<file path="src/rtl/rv32_pkg.sv">
// Shared types and helpers for the iterative divide sequencer.
package rv32_pkg;

    localparam int XLEN = 32;

    typedef enum logic [1:0] {
        OP_DIV  = 2'b00,
        OP_DIVU = 2'b01,
        OP_REM  = 2'b10,
        OP_REMU = 2'b11
    } div_op_t;

    typedef enum logic [1:0] {
        S_IDLE  = 2'b00,
        S_RUN   = 2'b01,
        S_FIXUP = 2'b10,
        S_DONE  = 2'b11
    } div_state_t;

    // DIV and REM work on two's-complement operands.
    function automatic logic is_signed_op(input div_op_t op);
        return (op == OP_DIV) || (op == OP_REM);
    endfunction

    // DIV and DIVU return the quotient, REM and REMU the remainder.
    function automatic logic is_quot_op(input div_op_t op);
        return (op == OP_DIV) || (op == OP_DIVU);
    endfunction

    // Magnitude of a value, only when it is treated as signed.
    function automatic logic [XLEN-1:0] abs_val(input logic [XLEN-1:0] v, input logic en);
        return (en && v[XLEN-1]) ? (~v + 1'b1) : v;
    endfunction

endpackage

</file>
<file path="src/rtl/divide_sequencer_if.sv">
// Request/response bundle between the pipeline and the divide sequencer.
interface divide_sequencer_if;
    import rv32_pkg::*;

    logic                start_valid;
    logic                start_ready;
    div_op_t             op;
    logic [XLEN-1:0]     dividend;
    logic [XLEN-1:0]     divisor;
    logic [4:0]          rd_in;
    logic                flush;
    logic                busy;
    logic                result_valid;
    logic                result_ready;
    logic [XLEN-1:0]     result;
    logic [4:0]          rd_out;

    // Pipeline side: issues requests and consumes results.
    modport master (
        output start_valid, op, dividend, divisor, rd_in, flush, result_ready,
        input  start_ready, busy, result_valid, result, rd_out
    );

    // Divider side.
    modport slave (
        input  start_valid, op, dividend, divisor, rd_in, flush, result_ready,
        output start_ready, busy, result_valid, result, rd_out
    );

endinterface

</file>
<file path="src/rtl/divide_sequencer_div_step.sv">
// One restoring radix-2 iteration: shift in the next dividend bit, trial
// subtract, keep the difference when it does not go negative.
module div_step
    import rv32_pkg::*;
(
    input  logic [XLEN-1:0] i_rem,
    input  logic [XLEN-1:0] i_quo,
    input  logic [XLEN-1:0] i_divisor,
    output logic [XLEN-1:0] o_rem,
    output logic [XLEN-1:0] o_quo
);

    logic [XLEN:0] w_shifted;
    logic [XLEN:0] w_diff;

    // Trial subtraction on a 33-bit partial remainder; bit 32 of the
    // difference is set exactly when the shifted remainder is below the divisor.
    always_comb begin
        w_shifted = {i_rem, i_quo[XLEN-1]};
        w_diff    = w_shifted - {1'b0, i_divisor};
        if (w_diff[XLEN]) begin
            o_rem = w_shifted[XLEN-1:0];
            o_quo = {i_quo[XLEN-2:0], 1'b0};
        end else begin
            o_rem = w_diff[XLEN-1:0];
            o_quo = {i_quo[XLEN-2:0], 1'b1};
        end
    end

endmodule

</file>
<file path="src/rtl/divide_sequencer.sv">
// Multi-cycle RV32 divide/remainder unit: magnitudes in, 32 restoring steps,
// sign fix-up, result held until the consumer takes it.
module divide_sequencer
    import rv32_pkg::*;
(
    input  logic                clk,
    input  logic                resetn,
    divide_sequencer_if.slave   bus
);

    div_state_t       r_state;
    div_state_t       w_next_state;
    logic [4:0]       r_count;
    logic [XLEN-1:0]  r_rem;
    logic [XLEN-1:0]  r_quo;
    logic [XLEN-1:0]  r_divisor;
    logic [XLEN-1:0]  r_result;
    div_op_t          r_op;
    logic [4:0]       r_rd;
    logic             r_neg_q;
    logic             r_neg_r;

    logic             w_accept;
    logic             w_signed;
    logic             w_div_zero;
    logic             w_overflow;
    logic [XLEN-1:0]  w_step_rem;
    logic [XLEN-1:0]  w_step_quo;
    logic [XLEN-1:0]  w_fix_quo;
    logic [XLEN-1:0]  w_fix_rem;

    assign w_accept   = bus.start_valid && bus.start_ready;
    assign w_signed   = is_signed_op(bus.op);
    assign w_div_zero = (bus.divisor == '0);
    assign w_overflow = w_signed && (bus.dividend == 32'h8000_0000)
                                 && (bus.divisor  == 32'hFFFF_FFFF);

    div_step u_div_step (
        .i_rem     (r_rem),
        .i_quo     (r_quo),
        .i_divisor (r_divisor),
        .o_rem     (w_step_rem),
        .o_quo     (w_step_quo)
    );

    // Sign correction of the unsigned quotient and remainder.
    always_comb begin
        w_fix_quo = r_neg_q ? (~r_quo + 1'b1) : r_quo;
        w_fix_rem = r_neg_r ? (~r_rem + 1'b1) : r_rem;
    end

    // State register.
    always_ff @(posedge clk or negedge resetn) begin
        // NOTE: sequential state uses non-blocking assignments so every flop
        // samples the pre-edge value of every other flop.
        if (!resetn) r_state <= S_IDLE;
        else         r_state <= w_next_state;
    end

    // Next-state logic; flush overrides everything, including a DONE handshake.
    always_comb begin
        // NOTE: the default assignment up front keeps this block free of latches.
        w_next_state = r_state;
        if (bus.flush) begin
            w_next_state = S_IDLE;
        end else begin
            case (r_state)
                S_IDLE:  if (w_accept)
                             w_next_state = (w_div_zero || w_overflow) ? S_DONE : S_RUN;
                S_RUN:   if (r_count == 5'd0) w_next_state = S_FIXUP;
                S_FIXUP: w_next_state = S_DONE;
                S_DONE:  if (bus.result_ready) w_next_state = S_IDLE;
                default: w_next_state = S_IDLE;
            endcase
        end
    end

    // Outputs decoded from state; result and rd_out read as zero outside DONE.
    always_comb begin
        bus.start_ready  = (r_state == S_IDLE) && !bus.flush;
        bus.busy         = (r_state != S_IDLE);
        bus.result_valid = (r_state == S_DONE);
        bus.result       = (r_state == S_DONE) ? r_result : '0;
        bus.rd_out       = (r_state == S_DONE) ? r_rd : '0;
    end

    // Datapath: latch operands on accept, iterate in RUN, fix up once.
    always_ff @(posedge clk or negedge resetn) begin
        if (!resetn) begin
            r_count   <= 5'd0;
            r_rem     <= '0;
            r_quo     <= '0;
            r_divisor <= '0;
            r_result  <= '0;
            r_op      <= OP_DIV;
            r_rd      <= 5'd0;
            r_neg_q   <= 1'b0;
            r_neg_r   <= 1'b0;
        end else if (w_accept) begin
            r_op      <= bus.op;
            r_rd      <= bus.rd_in;
            r_neg_q   <= w_signed && (bus.dividend[XLEN-1] ^ bus.divisor[XLEN-1]);
            r_neg_r   <= w_signed && bus.dividend[XLEN-1];
            r_quo     <= abs_val(bus.dividend, w_signed);
            r_divisor <= abs_val(bus.divisor, w_signed);
            r_rem     <= '0;
            r_count   <= 5'd31;
            // Special cases skip the iteration, so their result is final here.
            if (w_div_zero)
                r_result <= is_quot_op(bus.op) ? 32'hFFFF_FFFF : bus.dividend;
            else if (w_overflow)
                r_result <= is_quot_op(bus.op) ? 32'h8000_0000 : 32'h0;
            else
                r_result <= '0;
        end else if (r_state == S_RUN) begin
            r_rem <= w_step_rem;
            r_quo <= w_step_quo;
            if (r_count != 5'd0) r_count <= r_count - 5'd1;
        end else if (r_state == S_FIXUP) begin
            r_result <= is_quot_op(r_op) ? w_fix_quo : w_fix_rem;
        end
    end

endmodule

</file>
<file path="src/flat_wrapper.sv">
// flat-port wrapper written by rule: the top's interface ports become plain ports
module divide_sequencer_flat import rv32_pkg::*;
  (clk, resetn, bus_start_valid, bus_op, bus_dividend, bus_divisor, bus_rd_in, bus_flush, bus_result_ready, bus_start_ready, bus_busy, bus_result_valid, bus_result, bus_rd_out);
  divide_sequencer_if bus_i ();
  input  logic clk;
  input  logic resetn;
  input wire logic [$bits(bus_i.start_valid)-1:0] bus_start_valid;
  input wire logic [$bits(bus_i.op)-1:0] bus_op;
  input wire logic [$bits(bus_i.dividend)-1:0] bus_dividend;
  input wire logic [$bits(bus_i.divisor)-1:0] bus_divisor;
  input wire logic [$bits(bus_i.rd_in)-1:0] bus_rd_in;
  input wire logic [$bits(bus_i.flush)-1:0] bus_flush;
  input wire logic [$bits(bus_i.result_ready)-1:0] bus_result_ready;
  output wire logic [$bits(bus_i.start_ready)-1:0] bus_start_ready;
  output wire logic [$bits(bus_i.busy)-1:0] bus_busy;
  output wire logic [$bits(bus_i.result_valid)-1:0] bus_result_valid;
  output wire logic [$bits(bus_i.result)-1:0] bus_result;
  output wire logic [$bits(bus_i.rd_out)-1:0] bus_rd_out;
  assign bus_i.start_valid = bus_start_valid;
  assign bus_i.op = bus_op;
  assign bus_i.dividend = bus_dividend;
  assign bus_i.divisor = bus_divisor;
  assign bus_i.rd_in = bus_rd_in;
  assign bus_i.flush = bus_flush;
  assign bus_i.result_ready = bus_result_ready;
  assign bus_start_ready = bus_i.start_ready;
  assign bus_busy = bus_i.busy;
  assign bus_result_valid = bus_i.result_valid;
  assign bus_result = bus_i.result;
  assign bus_rd_out = bus_i.rd_out;
  divide_sequencer u_core (.clk(clk), .resetn(resetn), .bus(bus_i));
endmodule
</file>
<file path="config.mk">
export PLATFORM = sky130hd
export DESIGN_NAME = divide_sequencer_flat
export DESIGN_NICKNAME = d
export VERILOG_FILES = /design/src/rtl/rv32_pkg.sv /design/src/rtl/divide_sequencer_if.sv /design/src/rtl/divide_sequencer_div_step.sv /design/src/rtl/divide_sequencer.sv /design/src/flat_wrapper.sv
export SDC_FILE = /design/constraint.sdc
export NUM_CORES = 1
export LEC_CHECK = 0
export CAP_MARGIN = 10
export CORE_ASPECT_RATIO = 1.25
export CORE_UTILIZATION = 34
export CTS_BUF_LIST = sky130_fd_sc_hd__clkbuf_2
export DETAILED_ROUTE_END_ITERATION = 16
export GPL_ROUTABILITY_DRIVEN = 0
export MAX_ROUTING_LAYER = met4
export PLACE_DENSITY_LB_ADDON = 0.3
export SLEW_MARGIN = 25
export SYNTH_ARGS = -nofsm -noshare
export SYNTH_HDL_FRONTEND = slang
export SYNTH_SLANG_ARGS = --single-unit
export TNS_END_PERCENT = 5
</file>
<file path="constraint.sdc">
create_clock -name clk -period 3.6 [get_ports clk]
set_input_delay 0.36 -clock clk [delete_from_list [all_inputs] [get_ports clk]]
set_output_delay 0.36 -clock clk [all_outputs]
set_load 0.02 [all_outputs]
</file>
==> metrics.txt, run 1 <==
drt total wl approximately 36000 um; Mapped Nets 1556; CTS tree yes; maximum vdd drop 0.391 mV; vias in the first global route 10615; Sum Neg Setup Slack 0 ns; Final Hold Viols 0; WL/cell 18.0 um; fin. max-slew vios 0; min Tclk post-route about 3.4 ns; area leader, netlist dfrtp_1; synth unique cells 76; max_slew headroom approximately two fifths; hold slack final around 0.095 ns; RSZ-0062 raised after global routing true; routed vias 10821; Layout Area Growth over Synthesis 18.1%; Pwr Total approximately 13000 uW; Synth top area share 31.0%; Die X roughly 170 um; CTS buffer count 17; initial antenna violation count 1; Post-DP HPWL around 27000 um; CP max FO 17; clock root cell clkbuf_2; Final Skew about 0.048 ns; predominant post-synthesis flop cell dfrtp_1; fraction of layout cells with a size suffix above 1 under 10%; GRT Total Usage around a fifth; DIE AREA between 30000 and 40000 um2; clock transition at the registers of the reported paths about 0.22 ns; top cells by area in the synthesized netlist dfrtp_1, o21ai_0, xnor2_1; LEAKAGE about 0.0055 uW; WP data arrival slightly above 4 ns; Setup Crit Path Kind flip-flop to flip-flop; CP startpoint kind flip-flop; Tcrit/Tclk final between 90 and 100%; # IOs between 100 and 150; Max Cap Viol 0; achievable frequency roughly 0.29 GHz; Pwr Density 955 nW/um2; Rows 75; sequential share of the synthesized area between 30% and 40%; Pre-antenna DRT Iters 5; Avg Cell Area, Syn 8.04 um2; clock sink count about 140; first-pass GRT wire length around 57000 um; Hold WC Path Type input pin to flip-flop; post-route ant nets 0; Post-synth EDFFs 0; Post-Syn Area 11500 um2; Skew-Pair Late Insertion Delay about 0.79 ns; vias per inst 5.47; # H-tree levels 4; Die Y 208 um; # setup viols final 0; drt drc 0; CP required between 4 and 5 ns; largest net degree at the start of global routing 82; Final nets 1665; ys async rst share 100%; endpoint class of the critical path flip-flop; Yosys reg bits between 100 and 150; status completed; CTS Buffer Depth 2; yosys warns 0; Gate Count Post-Synth between 1000 and 1500; initial core utilization between 30% and 40%; core area about 34000 um2; Starting DRT DRC Count 880; measured slew at the worst slew-check pin about 0.9 ns; global route overflow 0; PortBufs between 100 and 150
[cells in the mapped netlist, types with 9 or more instances]
cell	instances
nand2b_1	24
nand2_1	190
nand3_1	10
o21ai_0	157
o211ai_1	15
a21oi_1	103
or3_1	17
a31oi_1	16
ha_1	45
xor2_1	66
dfrtp_1	143
nor3_1	27
nor2b_1	12
clkbuf_1	64
mux2i_1	40
xnor2_1	82
and2_1	42
a21o_1	9
o31ai_1	28
a211oi_1	25
nand4_1	15
nor2_1	86
o41ai_1	11
inv_1	65
nor4_1	13
[metal layers]
metal  GRT usage (%)  routed length [um]  share of wire, %
met1            26.7               15900                44
met2            35.1               17300                48
met3            2.94                1690               4.7
met4            7.06                 881               2.5
met5               -                   0                 0
[stage by stage]
stage	util, %	instances	instance area (um2)	setup WS [ns]
after floorplan	-	1434	11500	0.620
after global placement	39.7	1942	13300	0.188
after detailed placement	39.7	1942	13300	0.104
after CTS	40.5	1975	13600	0.0853
after global routing	40.6	1980	13600	-0.0573
final	40.6	1980	13600	0.170
[sequential cells by signal (all words and copies together), names as in the netlist]
| name | count |
|---|---|
| u_core.r_rem | 32 |
| u_core.r_op | 1 |
| u_core.r_state | 2 |
| u_core.r_count | 5 |
| u_core.r_quo | 32 |
| u_core.r_neg_r | 1 |
| u_core.r_divisor | 32 |
| u_core.r_result | 32 |
| u_core.r_rd | 5 |
| u_core.r_neg_q | 1 |
[critical path: stages, from the launching register on]
cell	delay, ns
dfrtp_1	0.50
ha_1	0.35
nor2b_2	0.18
o31a_1	0.28
o41ai_2	0.41
o211ai_1	0.21
o211ai_1	0.45
a311o_2	0.40
buf_12	0.19
mux2i_1	0.19
mux2i_1	0.09
nor2_1	0.10
[power by group]
part	switching, uW	leakage [uW]	internal, uW	total, uW
clock network	649	0.000150	395	1040
registers	885	0.00177	2360	3240
logic	5080	0.00363	3630	8710
[path summary, 6_finish.rpt]
kind | start | slack (ns) | end | cells after the start
hold reg to reg | u_core.r_rd[2] | 0.50 | u_core.r_rd[2] | 2
setup / recovery | u_core.r_rem[1] | 0.17 | u_core.r_rem[16] | 11
hold / removal | bus_rd_in[1] | 0.09 | u_core.r_rd[1] | 3
setup reg to reg | u_core.r_rem[1] | 0.17 | u_core.r_rem[16] | 11
min in group asynchronous | resetn | 0.14 | u_core.r_rd[3] | 2
max in group asynchronous | resetn | 2.61 | u_core.r_rem[24] | 3
[final cells by class]
class / instances / area (um2)
Fill cell: 3427 / 19900
Clock inverter: 11 / 140
Clock buffer: 21 / 105
Tap cell: 423 / 529
Inverter: 65 / 244
Sequential cell: 143 / 3580
Multi-Input combinational cell: 1146 / 7400
Antenna cell: 1 / 2.50
Timing Repair Buffer: 170 / 1610
[placed cells by master (no fill, tap or decap), types with 11 or more instances in the layout]
cell type,netlist,layout
o211ai_1,15,15
nor2b_1,12,11
o41ai_1,11,11
mux2i_1,40,40
o31ai_1,28,28
xor2_1,66,66
nand2_1,190,190
nor4_1,13,13
ha_1,45,44
nand4_1,15,15
clkdlybuf4s50_1,0,114
clkbuf_2,0,21
a211oi_1,25,25
and2_1,42,41
buf_4,2,51
a31oi_1,16,16
nand2b_1,24,24
nor3_1,27,27
a21oi_1,103,103
inv_1,65,65
or3_1,17,17
nor2_1,86,86
xnor2_1,82,82
o21ai_0,157,157
dfrtp_1,143,143
[repair_timing]
| action | CTS | global route |
|---|---|---|
| hold buffers | 1 | 0 |
| endpoints found under the setup margin | 0 | 28 |
| buffers inserted | 0 | 2 |
| resized for setup | 0 | 3 |
| hold endpoints to repair | 80 | 0 |
[cells by family (layout without fill, tap and decap cells)]
family                     count (synthesis)  after routing  synth area share [%]
AOI/OAI and AO/OA                        425            427                  22.8
xor gates and xnor gates                 148            148                  11.2
adders and majority gates                 46             46                  5.06
buffers and inverters                    147            267                  5.23
DFF                                      143            143                  31.0
muxes                                     41             41                  3.57
other                                      0              1                     0
and+or+nand+nor                          484            484                  21.1
Power figures use the tool's default switching activity.
==> inputs of run 2 (changes only) <==
--- a/config.mk
+++ b/config.mk
@@ -5,7 +5,7 @@
 export SDC_FILE = /design/constraint.sdc
 export NUM_CORES = 1
 export LEC_CHECK = 0
-export CAP_MARGIN = 10
+export CAP_MARGIN = 20
 export CORE_ASPECT_RATIO = 1.25
 export CORE_UTILIZATION = 34
 export CTS_BUF_LIST = sky130_fd_sc_hd__clkbuf_2
==> constraint.sdc (replaced) <==
create_clock -name clk -period 3.9 [get_ports clk]
set_input_delay 0.39 -clock clk [delete_from_list [all_inputs] [get_ports clk]]
set_output_delay 0.39 -clock clk [all_outputs]
set_load 0.02 [all_outputs]
==> run 2 against run 1 <==
Net effect:
- critical path depth did not move
- routed wire length fell by 4.0%
- final cell count fell by 0.86%
- flip-flop and latch count did not move
- combinational power fell by 12%
- die area did not move
- critical path type unchanged
- global-route usage fell by 0.40 points
- core utilization fell by 0.58 points
- sequential power fell by 6%
- clock power fell by 26%
==> metrics.txt, run 2 (synthesis results as in run 1) <==
DIE AREA 34600 um2 (unchanged); wire length on met2 16100 um (was 17300 um); CTS buffer count 17 (unchanged); Rows 75 (unchanged); initial core utilization 34.4% (unchanged); Skew-Pair Late Insertion Delay 0.81 ns (was 0.79 ns); maximum vdd drop 0.342 mV (was 0.391 mV); measured slew at the worst slew-check pin 0.884 ns (was 0.897 ns); CTS tree yes (unchanged); Metal-1 WL 15800 um (was 15900 um); sequential power share 26.6% (was 25.0%); uppermost layer routed met4 (unchanged); Setup Crit Path Kind flip-flop to flip-flop (unchanged); # H-tree levels 4 (unchanged); Placed Cells 1928 (was 1942); initial antenna violation count 1 (unchanged); Non-Filler Instances 1963 (was 1980); Sw Ratio 51.5% (was 50.9%); post-route ant nets 0 (unchanged); Max Cap Viol 0 (unchanged); CTS Buffer Depth 2 (unchanged); max_slew headroom 41.1% (was 39.4%); clock transition at the registers of the reported paths 0.24 ns (was 0.22 ns); Logic pwr share 66.6% (was 67.0%); hold slack final 0.0875 ns (was 0.0947 ns); Pwr Density 855 nW/um2 (was 955 nW/um2); RSZ-0062 raised after global routing false (was true); Layout Area Growth over Synthesis 16.4% (was 18.1%); # setup viols final 0 (unchanged); Final Skew 0.0396 ns (was 0.0482 ns); worst r2r src u_core.r_rem[0] (was u_core.r_rem[1]); core area 33500 um2 (unchanged); # IOs 116 (unchanged); Post-DP HPWL 26400 um (was 26800 um); Pwr Total 11500 uW (was 13000 uW); endpoint class of the critical path flip-flop (unchanged); Final Hold Viols 0 (unchanged); setup bufs post-CTS 0 (unchanged); CP required 4.61 ns (was 4.30 ns); critical path startpoint u_core.r_rem[0] (was u_core.r_rem[1]); NetSw 5900 uW (was 6610 uW); LEAKAGE 0.00542 uW (was 0.00555 uW); min Tclk post-route 3.57 ns (was 3.43 ns); WL/cell 17.5 um (was 18.0 um); Sum Neg Setup Slack 0 ns (unchanged); internal power 5570 uW (was 6390 uW); worst setup margin 0.328 ns (was 0.170 ns); global route overflow 0 (unchanged); commonest non-fill, non-tap cell in the layout nand2_1 (unchanged); status completed (unchanged); Clk pwr share 6.7% (was 8.0%); drt total wl 34300 um (was 35700 um); Final nets 1647 (was 1665); CTS resizes 0 (unchanged); clock root cell clkbuf_2 (unchanged); Die Y 208 um (unchanged); Hold WC Path Type input pin to flip-flop (unchanged); CP max FO 26 (was 17); hold_sp bus_rd_in[1] (unchanged); largest net degree at the start of global routing 103 (was 82); Filler cells 3416 (was 3427); Die X 167 um (unchanged); Starting DRT DRC Count 666 (was 880); Pre-antenna DRT Iters 5 (unchanged); vias in the first global route 10326 (was 10615); WL met3 1390 um (was 1690 um); achievable frequency 0.280 GHz (was 0.292 GHz); most frequent cells in the layout nand2_1, o21ai_0, dfrtp_1 (unchanged); routed vias 10648 (was 10821); PortBufs 115 (unchanged); WP data arrival 4.28 ns (was 4.13 ns); drt drc 0 (unchanged); Tcrit/Tclk final 91.6% (was 95.3%); fin. max-slew vios 0 (unchanged); pre-CTS WS 0.224 ns (was 0.104 ns); CP startpoint kind flip-flop (unchanged); clock sink count 143 (unchanged); first-pass GRT wire length 55900 um (was 56800 um); vias per inst 5.42 (was 5.47); fraction of layout cells with a size suffix above 1 7.15% (was 8.03%); GRT Total Usage 20.9% (was 21.3%)
## run 2: cell type report
cell class | instances | area, um2 | share of cell area, %
antenna | 2 | 5.00 | 0.0373
tap | 423 | 529 | 3.95
inverter | 65 | 244 | 1.82
clock inverter | 13 | 91.3 | 0.681
multi-input combinational | 1144 | 7380 | 55.0
clock buffer | 19 | 95.1 | 0.709
timing repair buffer | 154 | 1490 | 11.1
sequential | 143 | 3580 | 26.7
## run 2: critical path, cell delays in order (launching register included)
cell	delay [ns]
dfrtp_1	0.57
inv_1	0.17
fa_1	0.43
nor2b_1	0.20
o31a_1	0.22
o41ai_2	0.12
o211ai_1	0.38
o211ai_1	0.16
a311o_2	0.56
buf_12	0.23
or3_1	0.36
o21ai_0	0.07
## run 2: final timing paths
path	endpoint	slack, ns	cells after the start
worst max-delay path	u_core.r_rem[28]	0.33	11
worst min-delay path	u_core.r_rd[1]	0.09	3
worst max register to register	u_core.r_rem[28]	0.33	11
worst min register to register	u_core.r_result[19]	0.50	2
max in group asynchronous	u_core.r_quo[1]	2.95	3
min in group asynchronous	u_core.r_rd[1]	0.18	2
## run 2: timing repair
action,in CTS,in global routing
hold endpoints to repair,101,0
hold buffers,1,0
endpoints found under the setup margin,0,0
## run 2: through the flow
step,cell area (um2),util (%)
3_3_place_gp,13200,39.4
4_1_cts,13400,40.0
5_1_grt,13400,40.0
2_1_floorplan,11500,-
3_5_place_dp,13200,39.4
6_report,13400,40.0
## run 2: layer usage
layer | track usage, % | vias to the layer above
met4 | 8.14 | 0
met5 | - | -
li1 | - | 5262
met3 | 2.97 | 55
met1 | 26.5 | 5049
met2 | 33.5 | 282
## run 2: power by group through the flow
stage | registers, uW | clock network, uW | logic [uW]
after CTS | 3050 | 803 | 7630
after floorplan | 2720 | 0 | 5770
after global routing | 3170 | 860 | 8540
final | 3050 | 772 | 7650
after global placement | 3060 | 0 | 7510
after detailed placement | 3080 | 0 | 7590
